$ cat src/rtl/code_pkg.sv
// Shared definitions for the code-word encoder and any decoder-side benches.
// Field widths, packed code type and a reference packing helper.
package code_pkg;

    localparam int OP_SIZE      = 4;
    localparam int PARAM_A_SIZE = 4;
    localparam int PARAM_B_SIZE = 4;
    localparam int COST_SIZE    = PARAM_A_SIZE + PARAM_B_SIZE;
    localparam int CODE_W       = OP_SIZE + PARAM_A_SIZE + PARAM_B_SIZE;
    localparam int FIFO_DEPTH   = 4;

    typedef logic [CODE_W-1:0] code_t;

    // Selects which parameter layout occupies the low bits of the code word.
    typedef enum logic {
        PACK_NARROW = 1'b0,
        PACK_WIDE   = 1'b1
    } pack_mode_e;

    function automatic code_t pack_code(
        input logic [OP_SIZE-1:0]      op,
        input logic                    wide,
        input logic [PARAM_A_SIZE-1:0] a,
        input logic [PARAM_B_SIZE-1:0] b,
        input logic [COST_SIZE-1:0]    cost
    );
        code_t word;
        if (pack_mode_e'(wide) == PACK_WIDE) begin
            word = {op, cost};
        end else begin
            word = {op, a, b};
        end
        return word;
    endfunction

endpackage

$ cat src/rtl/code_fifo.sv
// Small synchronous FIFO holding packed code words between the encoder and issuer.
// Occupancy counter disambiguates full from empty; pointers wrap naturally.
module code_fifo
    import code_pkg::*;
#(
    parameter int WIDTH = CODE_W,
    parameter int DEPTH = FIFO_DEPTH
) (
    input  logic                       clk,
    input  logic                       rst_n,
    input  logic                       push,
    input  logic                       pop,
    input  logic [WIDTH-1:0]           wr_data,
    output logic [WIDTH-1:0]           rd_data,
    output logic                       full,
    output logic                       empty,
    output logic [$clog2(DEPTH+1)-1:0] count
);

    localparam int PTR_W = $clog2(DEPTH);
    localparam int CNT_W = $clog2(DEPTH + 1);
    localparam logic [CNT_W-1:0] DEPTH_CNT = CNT_W'(DEPTH);

    logic [WIDTH-1:0] mem [DEPTH];
    logic [PTR_W-1:0] wr_ptr;
    logic [PTR_W-1:0] rd_ptr;
    logic [CNT_W-1:0] cnt_q;
    logic             do_push;
    logic             do_pop;

    assign full    = (cnt_q == DEPTH_CNT);
    assign empty   = (cnt_q == '0);
    assign count   = cnt_q;
    assign rd_data = mem[rd_ptr];

    // Guard here too so the FIFO stays consistent even if a caller ignores full/empty.
    assign do_push = push && !full;
    assign do_pop  = pop && !empty;

    always_ff @(posedge clk) begin
        if (do_push) begin
            mem[wr_ptr] <= wr_data;
        end
    end

    always_ff @(posedge clk) begin
        if (!rst_n) begin
            wr_ptr <= '0;
            rd_ptr <= '0;
            cnt_q  <= '0;
        end else begin
            if (do_push) begin
                wr_ptr <= wr_ptr + PTR_W'(1);
            end
            if (do_pop) begin
                rd_ptr <= rd_ptr + PTR_W'(1);
            end
            case ({do_push, do_pop})
                2'b10:   cnt_q <= cnt_q + CNT_W'(1);
                2'b01:   cnt_q <= cnt_q - CNT_W'(1);
                default: cnt_q <= cnt_q;
            endcase
        end
    end

endmodule

$ cat src/rtl/code_emit.sv
// Instruction encoder/issuer: packs decoded fields into code words, queues them and
// presents each popped word on a held register with a one-cycle strobe.
module code_emit
    import code_pkg::*;
#(
    parameter int OP_SIZE      = code_pkg::OP_SIZE,
    parameter int PARAM_A_SIZE = code_pkg::PARAM_A_SIZE,
    parameter int PARAM_B_SIZE = code_pkg::PARAM_B_SIZE,
    parameter int DEPTH        = code_pkg::FIFO_DEPTH,
    localparam int CODE_W      = OP_SIZE + PARAM_A_SIZE + PARAM_B_SIZE,
    localparam int CNT_W       = $clog2(DEPTH + 1)
) (
    input  logic                                 clk,
    input  logic                                 rst_n,
    input  logic                                 in_valid,
    output logic                                 in_ready,
    input  logic [OP_SIZE-1:0]                   in_op,
    input  logic                                 in_wide,
    input  logic [PARAM_A_SIZE-1:0]              in_act_type,
    input  logic [PARAM_B_SIZE-1:0]              in_dense_type,
    input  logic [PARAM_A_SIZE+PARAM_B_SIZE-1:0] in_cost_type,
    output logic                                 out_valid,
    input  logic                                 out_ready,
    output logic [CODE_W-1:0]                    out_code,
    output logic [CODE_W-1:0]                    issued_code,
    output logic                                 issued_strobe,
    output logic [CNT_W-1:0]                     count
);

    logic [CODE_W-1:0] packed_code;
    logic              push;
    logic              pop;
    logic              fifo_full;
    logic              fifo_empty;

    // Layout must remain the exact inverse of the decoder's field extraction.
    always_comb begin
        packed_code = '0;
        if (pack_mode_e'(in_wide) == PACK_WIDE) begin
            packed_code = {in_op, in_cost_type};
        end else begin
            packed_code = {in_op, in_act_type, in_dense_type};
        end
    end

    assign in_ready  = !fifo_full;
    assign out_valid = !fifo_empty;
    assign push      = in_valid && in_ready;
    assign pop       = out_valid && out_ready;

    code_fifo #(
        .WIDTH (CODE_W),
        .DEPTH (DEPTH)
    ) u_fifo (
        .clk     (clk),
        .rst_n   (rst_n),
        .push    (push),
        .pop     (pop),
        .wr_data (packed_code),
        .rd_data (out_code),
        .full    (fifo_full),
        .empty   (fifo_empty),
        .count   (count)
    );

    // The strobe follows every pop by one cycle so a decoder can clock on it.
    always_ff @(posedge clk) begin
        if (!rst_n) begin
            issued_code   <= '0;
            issued_strobe <= 1'b0;
        end else begin
            issued_strobe <= pop;
            if (pop) begin
                issued_code <= out_code;
            end
        end
    end

endmodule
$ cat config.mk
export PLATFORM = sky130hd
export DESIGN_NAME = code_emit
export DESIGN_NICKNAME = d
export VERILOG_FILES = /design/src/rtl/code_pkg.sv /design/src/rtl/code_fifo.sv /design/src/rtl/code_emit.sv
export SDC_FILE = /design/constraint.sdc
export NUM_CORES = 1
export LEC_CHECK = 0
export BUFFER_PORTS_ARGS = -buffer_cell sky130_fd_sc_hd__buf_2
export CORE_MARGIN = 1
export CORE_UTILIZATION = 54
export DETAILED_ROUTE_END_ITERATION = 10
export PLACE_DENSITY = 0.85
export SKIP_CTS_REPAIR_TIMING = 1
export SYNTH_ARGS = -nofsm -noshare
export SYNTH_HDL_FRONTEND = slang
export SYNTH_SLANG_ARGS = --single-unit
$ cat constraint.sdc
create_clock -name clk -period 2.4 [get_ports clk]
set_input_delay 0 -clock clk [delete_from_list [all_inputs] [get_ports clk]]
set_output_delay 0 -clock clk [all_outputs]
set_load 0.02 [all_outputs]
Yosys cells after proc, flatten, opt, wreduce, memory -nomap -nowiden

Memory sizes are Yosys's and may differ from the RTL's. A register that Yosys moved wholly into a read port is not among the register bits.
Cells that the tools add are included.

$add $sub $neg: 4
Eq/ne operators: 3
Multiplexer cells: 6
Reductions and logical operators: 8

Operators with widths:

| cell                                                                   | number |
|---|---|
| 8-bit two-way mux                                                      | 1 |
| 3-bit one-hot mux with 2 select lines                                  | 1 |
| 2-bit by 1-bit adder with 2-bit output (second input constant)         | 2 |
| 1-bit logical AND                                                      | 4 |
| 2-bit two-way mux                                                      | 2 |
| 3-bit by 1-bit adder with 3-bit output (second input constant)         | 1 |
| 3-bit equality test (second input constant)                            | 1 |
| 3-bit logical NOT                                                      | 1 |
| 3-bit by 1-bit subtractor with 3-bit output (second input constant)    | 1 |
| 2-bit by 1-bit equality test with 1-bit output (second input constant) | 1 |
| 2-bit equality test (second input constant)                            | 1 |
| 1-bit logical NOT                                                      | 2 |
| 1-bit two-way mux                                                      | 2 |
| 2-bit nonzero test                                                     | 1 |

Memories: 1
Logic and storage cells: 27
Bits in registers: 20
RAM bits: 48
Output and inout port bits: 30

Memories:

| name       | words | bits a word | read ports | clocked after Yosys merged registers in | write ports | RTL line        | RTL |
|---|---|---|---|---|---|---|---|
| u_fifo.mem | 4     | 12          | 1          | 1                                       | 1           | code_fifo.sv:24 | `logic [WIDTH-1:0] mem [DEPTH];` |

Logic depth before layout (Yosys ltp)

Gate-level depths: netlist of the first run.

Word-level depth: 6
Gate-level depth with buffers: 9

Modules after synthesis

A second synthesis of the first run with hierarchy kept.

Cells, all modules: 184
Area, all modules: 2851.5 um^2

Modules (own cells, without submodules):

| module    | times used | cells an instance | area each (um^2) | sequential area each (um^2) |
|---|---|---|---|---|
| code_fifo | 1          | 116               | 2222.1           | 1621.6 |
| code_emit | 1          | 68                | 629.4            | 260.2 |

Worst setup path after synthesis of the first run

Ideal clock, no wire load.

Kind: reg2reg
Start: reg u_fifo.cnt_q[2], in the netlist u_fifo.count[2]
End: reg u_fifo.cnt_q[2], in the netlist u_fifo.count[2]
Path buffers: 1
Setup slack: 91 ps
Arrival: 2239 ps
Cell stages (with the launch flop): 10
Cells stage by stage: dfxtp_1 or3b_1 buf_6 nand2_1 ha_1 inv_1 fa_1 xor2_1 or3_1 a21oi_1

Cells in the longest elaborated chain, start to end: 6
Elaborated cells between the ends (all ways): 14
Classes of those cells: add/sub (2); eq/ne (3); mux (1); reduce/logical (8)

Ends and longest elaborated chain:

| what                                                                                  | RTL line        | RTL |
|---|---|---|
| from (decl)                                                                           | code_fifo.sv:27 | `logic [CNT_W-1:0] cnt_q;` |
| from (signal assigned)                                                                | code_fifo.sv:59 | `2'b10: cnt_q <= cnt_q + CNT_W'(1);` |
| from (signal assigned)                                                                | code_fifo.sv:60 | `2'b01: cnt_q <= cnt_q - CNT_W'(1);` |
| from (signal assigned)                                                                | code_fifo.sv:61 | `default: cnt_q <= cnt_q;` |
| 3-bit equality test (*)                                                               | code_fifo.sv:31 | `assign full = (cnt_q == DEPTH_CNT);` |
| 1-bit logical NOT (*)                                                                 | code_emit.sv:46 | `assign in_ready = !fifo_full;` |
| net in_ready                                                                          | code_emit.sv:16 | `output logic in_ready,` |
| 1-bit logical AND                                                                     | code_emit.sv:48 | `assign push = in_valid && in_ready;` |
| 1-bit logical AND (*)                                                                 | code_fifo.sv:37 | `assign do_push = push && !full;` |
| 2-bit by 1-bit equality test with 1-bit output or 2-bit equality test (tied branches) | code_fifo.sv:58 | `case ({do_push, do_pop})` |
| 3-bit one-hot mux with 2 select lines or 2-bit nonzero test (tied branches)           | --              |  |

The timed path passes the listed nets; every way through them passes the cells marked *.
A chain may end at the register's enable or synchronous reset.

Worst setup path in the final report of the first run

Start: reg u_fifo.cnt_q[2], in the netlist u_fifo.count[2]
End: reg u_fifo.cnt_q[2], in the netlist u_fifo.count[2]

Cells in the longest elaborated chain, start to end: 6
Elaborated cells between the ends (all ways): 14
Classes of those cells: add/sub (2); eq/ne (3); mux (1); reduce/logical (8)

Ends and longest elaborated chain:

| what                                                                                  | RTL line |
|---|---|
| 3-bit equality test or 3-bit logical NOT (tied branches)                              | code_fifo.sv:31, code_fifo.sv:32 |
| 1-bit logical NOT (on tied branches)                                                  | -- |
| 1-bit logical AND (on tied branches)                                                  | code_emit.sv:48, code_emit.sv:49 |
| 1-bit logical AND (on tied branches)                                                  | code_fifo.sv:37, code_fifo.sv:38 |
| 2-bit by 1-bit equality test with 1-bit output or 2-bit equality test (tied branches) | code_fifo.sv:58 |
| 3-bit one-hot mux with 2 select lines or 2-bit nonzero test (tied branches)           | -- |

Several ways; a longest one is shown, not always the timed one.

==> flow_summary.yaml, run 1 <==
status:
  status: "completed"
drt:
  wl_per_cell_um: 17.4
  wl_um: 5060
  first_pass_iters: 4
  vias: 1584
  drcViolationCount: 0
  first_iter_violations: 87
  viasPerCell: 5.46
  drtAntennaViolNets: 0
worst_hold_path:
  holdPathEnd: "u_fifo.wr_ptr[0]"
  hp-class: "input pin to flop"
  min-delay-start: "in_valid"
  hold_depth: 3
clocking:
  htreeDepth: 3
  clock-sinks: 70
  root_buffer: "clkbuf_8"
  clockBufferDepth: 2
  cts_made_buffers: 9
  clk_latency_ps: 330
  clkSlewWorstSetupHoldPaths_ps: 70
  tritoncts: "done"
floorplan:
  rows: 25
  die_w_um: 72.9
  die_area_um2: 5320
  initial_core_util_pct: 56.7
  die_h_um: 72.9
  io_pins: 55
  core_region_area_um2: 4790
cells_and_area:
  nNetsFinal: 249
  register_area_um2: 1880
  diodes: 0
  drive_gt1_share_pct: 41.3
  nFillCells: 324
  area_growth_pct: 21.4
  multi_input_area_um2: 756
  design_area_um2: 3300
grt:
  grt_usage_pct: 21.3
  grt_antenna_before_repair: 0
  grt_most_used_layer: "met2"
  globalRouteOverflowTotal: 0
  grt_first_pass_wirelength_um: 7730
  grt_max_degree: 14
  grt.met3_usage_pct: 4.56
  grt_pass1_vias: 1556
  grt_use_met1_pct: 24.8
  met2_usage_pct: 34.9
placement:
  numPortBuffers: 54
  postPlaceCellArea_um2: 3030
  place_hpwl_um: 3260
  gp_congestion: 0.770
pwr:
  powerDensity_nw_per_um2: 1130
  irDropWorstVdd_mv: 0.720
  pwr-share-clk_pct: 27.4
  p_comb_share_pct: 29.5
  seqPwrFrac_pct: 43.2
  swShare_pct: 31.5
  p_switching_mw: 1.17
  leakage_nw: 1.28
  intPower_mw: 2.54
timing:
  hold_violations: 0
  finalClockSkew_ps: 7.65
  layout_min_cycle_time_ps: 2220
  fin_setup_tns_ps: 0
  rsz0062_at_grt: "false"
  fin_crit_sh_pct: 92.6
  max_freq_ghz: 0.450
  setup_viol: 0
  drv_slew: 0
  max_slew.worst_pin.slew_ps: 1030
  slew_headroom_pct: 31.2
setup_path:
  cp-start-kind: "flop"
  critPathKind: "flop to flop"
  r2r-end: "u_fifo.count[2]"
  reg2reg_depth: 8
  reg2reg_slack_ps: 180
  worstSetupEndpointType: "flop"
  worst_ep_required_time_ps: 2670
  r2r-start: "u_fifo.count[2]"
  arrival_ps: 2490
  cp_max_fo: 7
yosys:
  yosysWarnings: 0
  synthCells: 153
  ys_top_cells_by_count: "edfxtp_1, dfxtp_1, a22o_1"
  yosysTopAreaCell: "edfxtp_1"
  async_reset_ff_share_pct: 0
  synth.most_common_cell: "edfxtp_1"
  synth_fp_nets: 184
  synth_top_area_share_pct: 53.1
  ys_ff_latch: 70
  synth-edff-count: 48
  synth.distinct_cells: 28
  synth.area.top_cells: "edfxtp_1, dfxtp_1, mux4_2"
  synth_ff_type: "edfxtp_1"
  ys_seq_area_share_pct: 69.3
  avgSynthCellArea_um2: 17.7
  synth_area_um2: 2720
job:
  drv_cap: 0
## routing by layer
metal	share of wire [%]	wire length, um
met1	41	2100
met3	4.0	203
met2	52	2630
met5	0	0
met4	2.5	129
## sequential cells by signal, summed over array words and instances, names as in the netlist, named ones only
name / cells
issued_code: 12
issued_strobe: 1
u_fifo.count: 3
u_fifo.mem: 48
u_fifo.rd_ptr: 2
u_fifo.wr_ptr: 2
## worst max path at each step
stage	startpoint	endpoint	slack (ps)	cells past startpoint
floorplan	u_fifo.count[2]	u_fifo.count[2]	90	9
global placement	u_fifo.count[2]	u_fifo.count[2]	300	8
detailed placement	u_fifo.count[2]	u_fifo.count[2]	280	8
CTS	u_fifo.count[2]	u_fifo.count[2]	190	8
global route	u_fifo.count[2]	u_fifo.count[2]	50	8
finish	u_fifo.count[2]	u_fifo.count[2]	180	8
## layout make-up
type	count	share of cell area, %
flip-flops and latches	70	57.1
multi-input cells	69	22.9
repair buffers	61	10.2
clock buffers	11	4.29
well taps	67	2.54
clock inverters	5	2.20
inverters	7	0.797
## metrics by stage
step                instances  setup WS [ps]  hold WS (ps)  util, %  total power, mW
finish                    290            178          6.42     68.9             3.71
global route              290           52.3          3.32     68.9             3.87
floorplan                 153           91.1          98.9        -             2.40
global placement          269            302           219     63.4             2.68
CTS                       285            186          -135     67.8             3.73
detailed placement        269            275           226     63.4             2.71
## placed cells by master, fill, tap and decap left out, types with 2 or more instances in the layout
| cell type | netlist | layout |
|---|---|---|
| mux2_2 | 8 | 8 |
| nor2_1 | 7 | 7 |
| and3_1 | 4 | 4 |
| buf_4 | 0 | 2 |
| clkbuf_8 | 0 | 10 |
| inv_1 | 6 | 6 |
| a21oi_1 | 3 | 3 |
| nand3_1 | 2 | 2 |
| a22o_1 | 12 | 12 |
| xor2_1 | 4 | 4 |
| buf_2 | 2 | 54 |
| bufinv_16 | 0 | 2 |
| edfxtp_1 | 48 | 48 |
| dlygate4sd3_1 | 0 | 5 |
| ha_1 | 5 | 5 |
| dfxtp_1 | 22 | 22 |
| mux4_1 | 2 | 2 |
| clkinv_1 | 0 | 2 |
| mux4_2 | 10 | 10 |
| a21oi_2 | 2 | 2 |
| a21o_1 | 2 | 2 |
## critical path: stages (launching register included)
cell and delay [ps]:
dfxtp_1 440, or3b_1 400, nand2_1 90, ha_1 190, inv_1 60, fa_1 370, xor2_1 160, or3_1 310
a21oi_1 140
## power groups by stage
stage	combinational, mW	sequential (mW)	clock, mW
floorplan	0.712	1.69	0
CTS	1.09	1.60	1.03
global placement	1.06	1.61	0
global route	1.17	1.62	1.08
finish	1.09	1.60	1.02
detailed placement	1.08	1.63	0
## logic make-up (layout without fill, tap and decap cells)
| kind of cell | after synthesis | after routing | share of synthesized area (%) |
|---|---|---|---|
| flip-flops | 70 | 70 | 69.3 |
| AO/OA/AOI/OAI | 22 | 22 | 6.59 |
| multiplexers | 20 | 20 | 13.5 |
| AND/OR/NAND/NOR | 17 | 17 | 3.36 |
| buffers and inverters | 14 | 84 | 2.86 |
| adder cells (fa/ha/maj) | 6 | 6 | 3.04 |
| XOR/XNOR | 4 | 4 | 1.29 |
Note: power is estimated with default switching activity, not from simulation.
==> inputs of run 2 (changes only) <==
==> constraint.sdc (replaced) <==
create_clock -name clk -period 2.4 [get_ports clk]
set_input_delay 0.48 -clock clk [delete_from_list [all_inputs] [get_ports clk]]
set_output_delay 0.48 -clock clk [all_outputs]
set_load 0.02 [all_outputs]
==> flow_summary.yaml, run 2 (synthesized netlist as in run 1, its figures left out) <==
status:
  status: "completed"
floorplan:
  core_region_area_um2: 4790
  initial_core_util_pct: 56.7
  die_w_um: 72.9
  die_area_um2: 5320
  rows: 25
  io_pins: 55
  die_h_um: 72.9
grt:
  grt_antenna_before_repair: 0
  grt_pass1_vias: 1547
  grt_first_pass_wirelength_um: 7710
  grt_usage_pct: 21.3
  grt_max_degree: 14
  globalRouteOverflowTotal: 0
setup_path:
  worstSetupEndpointType: "output pin"
  r2r-start: "u_fifo.count[2]"
  r2r-end: "u_fifo.count[2]"
  worst_ep_required_time_ps: 1920
  reg2reg_depth: 8
  reg2reg_slack_ps: 190
  arrival_ps: 1750
  critPathKind: "flop to output pin"
  cp-start-kind: "flop"
  cp_max_fo: 5
drt:
  wl_per_cell_um: 17.9
  first_pass_iters: 4
  wl_met2_um: 2570
  met3WireLength_um: 262
  first_iter_violations: 82
  drtAntennaViolNets: 0
  vias: 1581
  drcViolationCount: 0
  wl_met1_um: 2170
  viasPerCell: 5.53
  top_layer_used: "met4"
  wl_um: 5130
cells_and_area:
  design_area_um2: 3220
  post-route-util_pct: 67.2
  drive_gt1_share_pct: 43.8
  area_growth_pct: 18.5
  nNetsFinal: 245
  largest_reg_flops: 48
  final_common_cell: "buf_2"
  regMostFlops: "u_fifo.mem"
  mostFrequentLayoutCells: "buf_2, edfxtp_1, dfxtp_1, a22o_1, clkbuf_8"
  nFillCells: 321
  diodes: 0
clocking:
  htreeDepth: 3
  cts_made_buffers: 9
  root_buffer: "clkbuf_8"
  clkSlewWorstSetupHoldPaths_ps: 70
  clock-sinks: 70
  clk_latency_ps: 340
  tritoncts: "done"
  clockBufferDepth: 2
timing:
  rsz0062_at_grt: "false"
  layout_min_cycle_time_ps: 2230
  setup_viol: 0
  fin_setup_tns_ps: 0
  finalClockSkew_ps: 6.56
  fin_crit_sh_pct: 93.1
  slew_headroom_pct: 32.3
  max_freq_ghz: 0.448
  hold_violations: 0
  drv_slew: 0
  max_slew.worst_pin.slew_ps: 1010
pwr:
  leakage_nw: 1.25
  p_total_mw: 3.54
  powerDensity_nw_per_um2: 1100
  irDropWorstVdd_mv: 0.540
worst_hold_path:
  hp-class: "input pin to flop"
  min-delay-start: "in_op[3]"
  hold_depth: 1
  holdPathEnd: "u_fifo.mem[3][11]"
placement:
  place_hpwl_um: 3400
  postPlaceCellArea_um2: 3040
  numPortBuffers: 54
  gp_congestion: 0.772
job:
  drv_cap: 0
-- run 2: worst max-delay path by stage --
stage / from / end / slack (ps) / cells past startpoint
6_report: flop / out_code[6] / 170 / 3
5_1_grt: u_fifo.count[2] / u_fifo.count[2] / 90 / 8
4_1_cts: flop / out_code[6] / 10 / 3
3_5_place_dp: u_fifo.count[2] / u_fifo.count[2] / 220 / 8
3_3_place_gp: u_fifo.count[2] / u_fifo.count[2] / 310 / 8
2_1_floorplan: u_fifo.count[2] / u_fifo.count[2] / 90 / 9
-- run 2: final cells by class --
type	instances	area, um^2	share of cell area (%)
Multi-Input combinational cell	69	756	23.5
Sequential cell	70	1880	58.5
Clock buffer	11	151	4.71
Timing Repair Buffer	57	293	9.10
Tap cell	67	83.8	2.61
Clock inverter	5	23.8	0.739
Inverter	7	26.3	0.817
-- run 2: worst max-delay path, cell delays in order, from the launching register on --
cell     delay [ps]
dfxtp_2         420
buf_4           190
mux4_1          610
buf_2           190
-- run 2: through the flow --
stage               hold WS (ps)  std cells  setup slack, ps
floorplan                    485        153             91.1
global placement             450        270              311
detailed placement           452        270              222
CTS                          350        286             14.3
global route                 350        286             89.6
finish                       367        286              167
-- run 2: power breakdown --
group	switching (mW)	internal [mW]	total (mW)
clock	0.416	0.420	0.836
sequential	0.127	1.48	1.61
combinational	0.636	0.464	1.10
total	1.18	2.37	3.54
-- run 2: layer usage --
layer	vias up	track usage, %
met5	-	0
met4	0	11.8
met3	11	6.08
met2	57	34.6
met1	793	25.9
li1	720	-
